===== src/rtl/rv32i_types_pkg.sv =====
// Shared RV32I types: ALU operation encoding seen by the issue stage and the ALU.
package rv32i_types_pkg;

  typedef enum logic [3:0] {
    ALU_NONE      = 4'd0,
    ALU_ADD       = 4'd1,
    ALU_SUB       = 4'd2,
    ALU_SLL       = 4'd3,
    ALU_SLT       = 4'd4,
    ALU_SLTU      = 4'd5,
    ALU_XOR       = 4'd6,
    ALU_SRL       = 4'd7,
    ALU_SRA       = 4'd8,
    ALU_OR        = 4'd9,
    ALU_AND       = 4'd10,
    ALU_OPERAND_B = 4'd11
  } ALU_op_enum;

endpackage


===== src/rtl/alu_issue_stage.sv =====
// ALU issue stage: decodes an RV32I instruction into ALU op + operands and holds
// the result in a single-entry ID/EX register with valid/ready, stall and flush.
module alu_issue_stage
  import rv32i_types_pkg::*;
#(
  parameter int unsigned DATA_WIDTH = 32
) (
  input  logic                  clk,
  input  logic                  rst_n,
  input  logic                  in_valid,
  output logic                  in_ready,
  input  logic [31:0]           in_instr,
  input  logic [DATA_WIDTH-1:0] in_pc,
  input  logic [DATA_WIDTH-1:0] in_rs1_data,
  input  logic [DATA_WIDTH-1:0] in_rs2_data,
  input  logic                  flush,
  output logic                  out_valid,
  input  logic                  out_ready,
  output ALU_op_enum            out_alu_op,
  output logic [DATA_WIDTH-1:0] out_alu_a,
  output logic [DATA_WIDTH-1:0] out_alu_b,
  output logic [4:0]            out_rd,
  output logic                  out_rd_we,
  output logic                  out_illegal
);

  localparam int unsigned REG_IDX_W = 5;

  localparam logic [6:0] OPC_OP     = 7'b0110011;
  localparam logic [6:0] OPC_OP_IMM = 7'b0010011;
  localparam logic [6:0] OPC_LUI    = 7'b0110111;
  localparam logic [6:0] OPC_AUIPC  = 7'b0010111;
  localparam logic [6:0] OPC_JAL    = 7'b1101111;
  localparam logic [6:0] OPC_JALR   = 7'b1100111;
  localparam logic [6:0] OPC_LOAD   = 7'b0000011;
  localparam logic [6:0] OPC_STORE  = 7'b0100011;
  localparam logic [6:0] OPC_BRANCH = 7'b1100011;

  localparam logic [6:0] F7_BASE = 7'b0000000;
  localparam logic [6:0] F7_ALT  = 7'b0100000;

  logic [6:0]           opcode;
  logic [2:0]           funct3;
  logic [6:0]           funct7;
  logic [REG_IDX_W-1:0] rd_idx;

  logic [DATA_WIDTH-1:0] imm_i;
  logic [DATA_WIDTH-1:0] imm_s;
  logic [DATA_WIDTH-1:0] imm_u;
  logic [DATA_WIDTH-1:0] shamt;

  ALU_op_enum            dec_op;
  logic [DATA_WIDTH-1:0] dec_a;
  logic [DATA_WIDTH-1:0] dec_b;
  logic                  dec_we;
  logic                  dec_illegal;

  logic                  valid_q, valid_d;
  logic                  load_en;
  ALU_op_enum            op_q;
  logic [DATA_WIDTH-1:0] a_q;
  logic [DATA_WIDTH-1:0] b_q;
  logic [REG_IDX_W-1:0]  rd_q;
  logic                  rd_we_q;
  logic                  illegal_q;

  assign opcode = in_instr[6:0];
  assign funct3 = in_instr[14:12];
  assign funct7 = in_instr[31:25];
  assign rd_idx = in_instr[11:7];

  assign imm_i = DATA_WIDTH'($signed(in_instr[31:20]));
  assign imm_s = DATA_WIDTH'($signed({in_instr[31:25], in_instr[11:7]}));
  assign imm_u = DATA_WIDTH'({in_instr[31:12], 12'b0});
  assign shamt = DATA_WIDTH'(in_instr[24:20]);

  // Instruction decode into ALU op, operands and writeback enable.
  always_comb begin
    dec_op      = ALU_NONE;
    dec_a       = '0;
    dec_b       = '0;
    dec_we      = 1'b0;
    dec_illegal = 1'b0;
    case (opcode)
      OPC_OP: begin
        dec_a  = in_rs1_data;
        dec_b  = in_rs2_data;
        dec_we = 1'b1;
        if (funct7 == F7_BASE) begin
          case (funct3)
            3'b000: dec_op = ALU_ADD;
            3'b001: dec_op = ALU_SLL;
            3'b010: dec_op = ALU_SLT;
            3'b011: dec_op = ALU_SLTU;
            3'b100: dec_op = ALU_XOR;
            3'b101: dec_op = ALU_SRL;
            3'b110: dec_op = ALU_OR;
            3'b111: dec_op = ALU_AND;
            default: dec_illegal = 1'b1;
          endcase
        end else if (funct7 == F7_ALT && funct3 == 3'b000) begin
          dec_op = ALU_SUB;
        end else if (funct7 == F7_ALT && funct3 == 3'b101) begin
          dec_op = ALU_SRA;
        end else begin
          dec_illegal = 1'b1;
        end
      end
      OPC_OP_IMM: begin
        dec_a  = in_rs1_data;
        dec_b  = imm_i;
        dec_we = 1'b1;
        case (funct3)
          3'b000: dec_op = ALU_ADD;
          3'b010: dec_op = ALU_SLT;
          3'b011: dec_op = ALU_SLTU;
          3'b100: dec_op = ALU_XOR;
          3'b110: dec_op = ALU_OR;
          3'b111: dec_op = ALU_AND;
          3'b001: begin
            dec_b = shamt;
            if (funct7 == F7_BASE) dec_op = ALU_SLL;
            else                   dec_illegal = 1'b1;
          end
          3'b101: begin
            dec_b = shamt;
            if (funct7 == F7_BASE)     dec_op = ALU_SRL;
            else if (funct7 == F7_ALT) dec_op = ALU_SRA;
            else                       dec_illegal = 1'b1;
          end
          default: dec_illegal = 1'b1;
        endcase
      end
      OPC_LUI: begin
        dec_op = ALU_OPERAND_B;
        dec_b  = imm_u;
        dec_we = 1'b1;
      end
      OPC_AUIPC: begin
        dec_op = ALU_ADD;
        dec_a  = in_pc;
        dec_b  = imm_u;
        dec_we = 1'b1;
      end
      OPC_JAL: begin
        dec_op = ALU_ADD;
        dec_a  = in_pc;
        dec_b  = DATA_WIDTH'(4);
        dec_we = 1'b1;
      end
      OPC_JALR: begin
        dec_op      = ALU_ADD;
        dec_a       = in_pc;
        dec_b       = DATA_WIDTH'(4);
        dec_we      = 1'b1;
        dec_illegal = (funct3 != 3'b000);
      end
      OPC_LOAD: begin
        dec_op = ALU_ADD;
        dec_a  = in_rs1_data;
        dec_b  = imm_i;
        dec_we = 1'b1;
      end
      OPC_STORE: begin
        dec_op = ALU_ADD;
        dec_a  = in_rs1_data;
        dec_b  = imm_s;
      end
      OPC_BRANCH: begin
        dec_a = in_rs1_data;
        dec_b = in_rs2_data;
      end
      default: dec_illegal = 1'b1;
    endcase
    // Illegal encodings flow as a harmless bubble-like entry.
    if (dec_illegal) begin
      dec_op = ALU_NONE;
      dec_a  = '0;
      dec_b  = '0;
      dec_we = 1'b0;
    end
    if (rd_idx == '0) dec_we = 1'b0;
  end

  assign in_ready = !valid_q || out_ready;

  // Occupancy next-state: flush beats accept, accept beats drain.
  always_comb begin
    load_en = in_valid && in_ready && !flush;
    valid_d = valid_q;
    if (flush)          valid_d = 1'b0;
    else if (load_en)   valid_d = 1'b1;
    else if (out_ready) valid_d = 1'b0;
  end

  // ID/EX pipeline register.
  always_ff @(posedge clk) begin
    if (!rst_n) begin
      valid_q   <= 1'b0;
      op_q      <= ALU_NONE;
      a_q       <= '0;
      b_q       <= '0;
      rd_q      <= '0;
      rd_we_q   <= 1'b0;
      illegal_q <= 1'b0;
    end else begin
      valid_q <= valid_d;
      if (load_en) begin
        op_q      <= dec_op;
        a_q       <= dec_a;
        b_q       <= dec_b;
        rd_q      <= rd_idx;
        rd_we_q   <= dec_we;
        illegal_q <= dec_illegal;
      end
    end
  end

  assign out_valid   = valid_q;
  assign out_alu_op  = op_q;
  assign out_alu_a   = a_q;
  assign out_alu_b   = b_q;
  assign out_rd      = rd_q;
  assign out_rd_we   = rd_we_q;
  assign out_illegal = illegal_q;

endmodule


===== config.mk =====
export PLATFORM = sky130hd
export DESIGN_NAME = alu_issue_stage
export DESIGN_NICKNAME = d
export VERILOG_FILES = /design/src/rtl/rv32i_types_pkg.sv /design/src/rtl/alu_issue_stage.sv
export SDC_FILE = /design/constraint.sdc
export NUM_CORES = 1
export LEC_CHECK = 0
export CORE_ASPECT_RATIO = 1.75
export CORE_MARGIN = 2
export CORE_UTILIZATION = 41
export DETAILED_ROUTE_END_ITERATION = 7
export GPL_TIMING_DRIVEN = 0
export PLACE_DENSITY_LB_ADDON = 0.15
export SLEW_MARGIN = 20
export SYNTH_ARGS = -nofsm -noshare
export SYNTH_HDL_FRONTEND = slang
export SYNTH_SLANG_ARGS = --single-unit

===== constraint.sdc =====
create_clock -name clk -period 3.3 [get_ports clk]
set_input_delay 0.66 -clock clk [delete_from_list [all_inputs] [get_ports clk]]
set_output_delay 0.66 -clock clk [all_outputs]
set_load 0.005 [all_outputs]

==> reports/qor.yml <==
power:
  p_seq_share_pct: 40.1
  leakage_nw: 2.17
  intPower_mw: 1.81
  pwr-share-comb_pct: 13.3
  ir_drop_v: 0.000282
  swShare_pct: 21.7
  clockPowerShare_pct: 46.7
  power.net_switching_mw: 0.500
  powerDensity_nw_per_um2: 372
sta:
  period_share_pct: 88.9
  holdWs_ps: 450
  skew_ps: 5.88
  rsz0062_at_grt: "no"
  clock.fmax_mhz: 341
  setup_viol: 0
  hold_viol: 0
  tightest_slew_ps: 740
  tns_ps: 0
  finalWorstSetupSlack_ps: 365
  slew_violations: 0
  finalCriticalPeriod_ps: 2940
  slew_headroom_pct: 50.2
setup_path:
  cpPeakStageDelay_ps: 680
  slowest_stage: "nor4_1"
  crit_type: "in2reg"
  arrival_ps: 3190
  r2r_slack_ps: 1080
  worstPathRequired_ps: 3550
  timing.rr.end: "out_alu_a[10]"
  setup.worst_path.start_class: "input pin"
  critPathMaxFanout: 10
  cp-end-kind: "flop"
  crit_end: "out_alu_b[20]"
  crit_start: "in_instr[25]"
  cp_top_family: "simple AND/OR/NAND/NOR gates"
  cp.depth: 7
  path_buf_inv: 2
  reg2regPathDepth: 6
  r2r_start: "out_valid"
  cp_cell_sequence: "clkdlybuf4s50_1, nor4_1, nand2_1, o221ai_2, nand4_2, clkbuf_1, o21ai_0"
place:
  postPlaceCellArea_um2: 5880
  dp_slack_ps: -112
  finalWeightedCongestion: 0.946
  port_buffers: 206
  dp_hpwl_um: 11000
synthesis:
  synthTopCellsByCount: "79 x nand2_1, 76 x dfxtp_1, 48 x o21ai_0, 33 x a22oi_1, 22 x clkbuf_1"
  syn_avg_cell_area_um2: 8.52
  synth_area_um2: 3670
  ys_seq_area_share_pct: 41.4
  async_reset_ff_share_pct: 0
  yosysTopAreaCell: "dfxtp_1"
  yosys_register_bits: 76
  yosys_warnings: 0
  synth_cells: 431
  yosys_most_used_dff: "dfxtp_1"
  synth_cell_types: 48
  synth_edf_count: 0
  syn-num-nets: 570
  synth.area.top_cells: "dfxtp_1 41%, nand2_1 8.1%, a22oi_1 6.7%, o21ai_0 6.5%, o21ai_2 5.0%"
  synth.most_common_cell: "nand2_1"
  synth_top_area_share_pct: 41.4
final_layout:
  final_layout_size_suffix_gt1_share_pct: 8.88
  fin_area_um2: 6220
  area_growth_syn_to_layout_pct: 69.2
  final_nets: 787
  fin_util_pct: 71.7
  antenna_cells: 0
grt:
  grt_first_pass_wirelength_um: 20100
  grt_usage_pct: 27.4
  grt_max_degree: 13
  first_global_vias: 4061
  antenna_found_initial: 0
  grt_overflow: 0
clocking:
  hold_buffers: 0
  cts_resized: 0
  cts_max_level: 3
  clock_latency_ps: 330
  cts_tree: "yes"
  clock-sinks: 76
  cts-root-buf: "clkbuf_16"
  cts_buffers: 9
  path_clk_slew_ps: 60
  post_cts_buffers: 0
  clock_path_buffers: 2
outcome:
  status: "finished clean"
route:
  drt_wl_total_um: 13600
  dr.pass1.iters: 4
  postRouteAntennaNets: 0
  routedWlPerCell_um: 17.7
  drtIter0Drc: 225
  via_per_inst: 5.51
  drc: 0
  vias: 4243
floorplanning:
  die_w_um: 75.6
  die_area_um2: 9760
  coreArea_um2: 8670
  row_count: 45
  boundaryPins: 210
  initial_core_util_pct: 42.4
  fp.dieH_um: 129
hold_path:
  hold_path_depth: 2
  hp-class: "reg2reg"
job:
  drv_cap: 0
## worst min-delay path by stage
stage | endpoint | start
floorplan | out_alu_b[12] | out_alu_b[12]
global placement | out_alu_b[28] | out_alu_b[28]
detailed placement | out_alu_a[21] | out_alu_a[21]
CTS | out_alu_a[21] | out_alu_a[21]
global route | out_alu_a[14] | out_alu_a[14]
finish | out_alu_a[21] | out_alu_a[21]
## worst min-delay path, delay by kind of cell (launching register included)
| family | cells | cell delay [ps] |
|---|---|---|
| simple gates | 1 | 60 |
| compound gates | 1 | 50 |
| flops | 1 | 320 |
## cell type report
| cell class | count | area [um^2] |
|---|---|---|
| plain buffers | 33 | 166 |
| clock buffers | 13 | 260 |
| clock inverters | 3 | 68.8 |
| fillers | 737 | 2450 |
| inverters | 13 | 48.8 |
| multi-input cells | 309 | 1940 |
| flip-flops and latches | 76 | 1520 |
| well taps | 117 | 146 |
| repair buffers | 206 | 2060 |
## cell usage in the layout (no fill, tap or decap), types with 4 or more instances in the layout
cell	n
clkbuf_1	24
inv_1	12
nand3_1	9
dfxtp_1	76
buf_2	4
nor2_1	8
nand2_1	79
a21oi_1	17
buf_4	4
a22oi_1	33
nor3_1	7
a31oi_1	4
ha_1	6
a22o_1	15
clkdlybuf4s50_1	206
a221oi_1	20
o21ai_2	21
clkbuf_16	9
o21ai_0	48
## stage by stage
step	power (mW)	std cells
2_1_floorplan	1.04	431
3_3_place_gp	1.24	754
3_5_place_dp	1.25	754
4_1_cts	2.32	770
5_1_grt	2.38	770
6_report	2.31	770
## power groups by stage
| stage | Clock (mW) | Sequential (mW) | Combinational (mW) |
|---|---|---|---|
| after floorplan | 0 | 0.946 | 0.0909 |
| after global placement | 0 | 0.946 | 0.297 |
| after detailed placement | 0 | 0.946 | 0.303 |
| after CTS | 1.09 | 0.926 | 0.305 |
| after global routing | 1.13 | 0.926 | 0.327 |
| final | 1.08 | 0.926 | 0.307 |
## cells by family after synthesis
logic type      synth area share (%)
compound gates                  33.6
xor+xnor                       0.238
fa+ha+maj                       2.04
buf+inv                         5.86
flops                           41.4
mux                            0.307
simple gates                    16.6
## state kept, by name, summed over array words and instances, names as in the netlist
| signal | flops |
|---|---|
| out_alu_op | 4 |
| out_alu_a | 32 |
| out_alu_b | 32 |
| out_illegal | 1 |
| out_rd_we | 1 |
| out_rd | 5 |
| out_valid | 1 |
## metal layers
| layer | wire, um | track usage (%) | vias to the layer above |
|---|---|---|---|
| li1 | - | - | 2039 |
| met1 | 4620 | 26.2 | 1966 |
| met2 | 7520 | 51.9 | 208 |
| met3 | 1100 | 6.77 | 30 |
| met4 | 403 | 12.9 | 0 |
| met5 | 0 | 0 | - |
No activity file was read; power rests on OpenSTA's default activity.
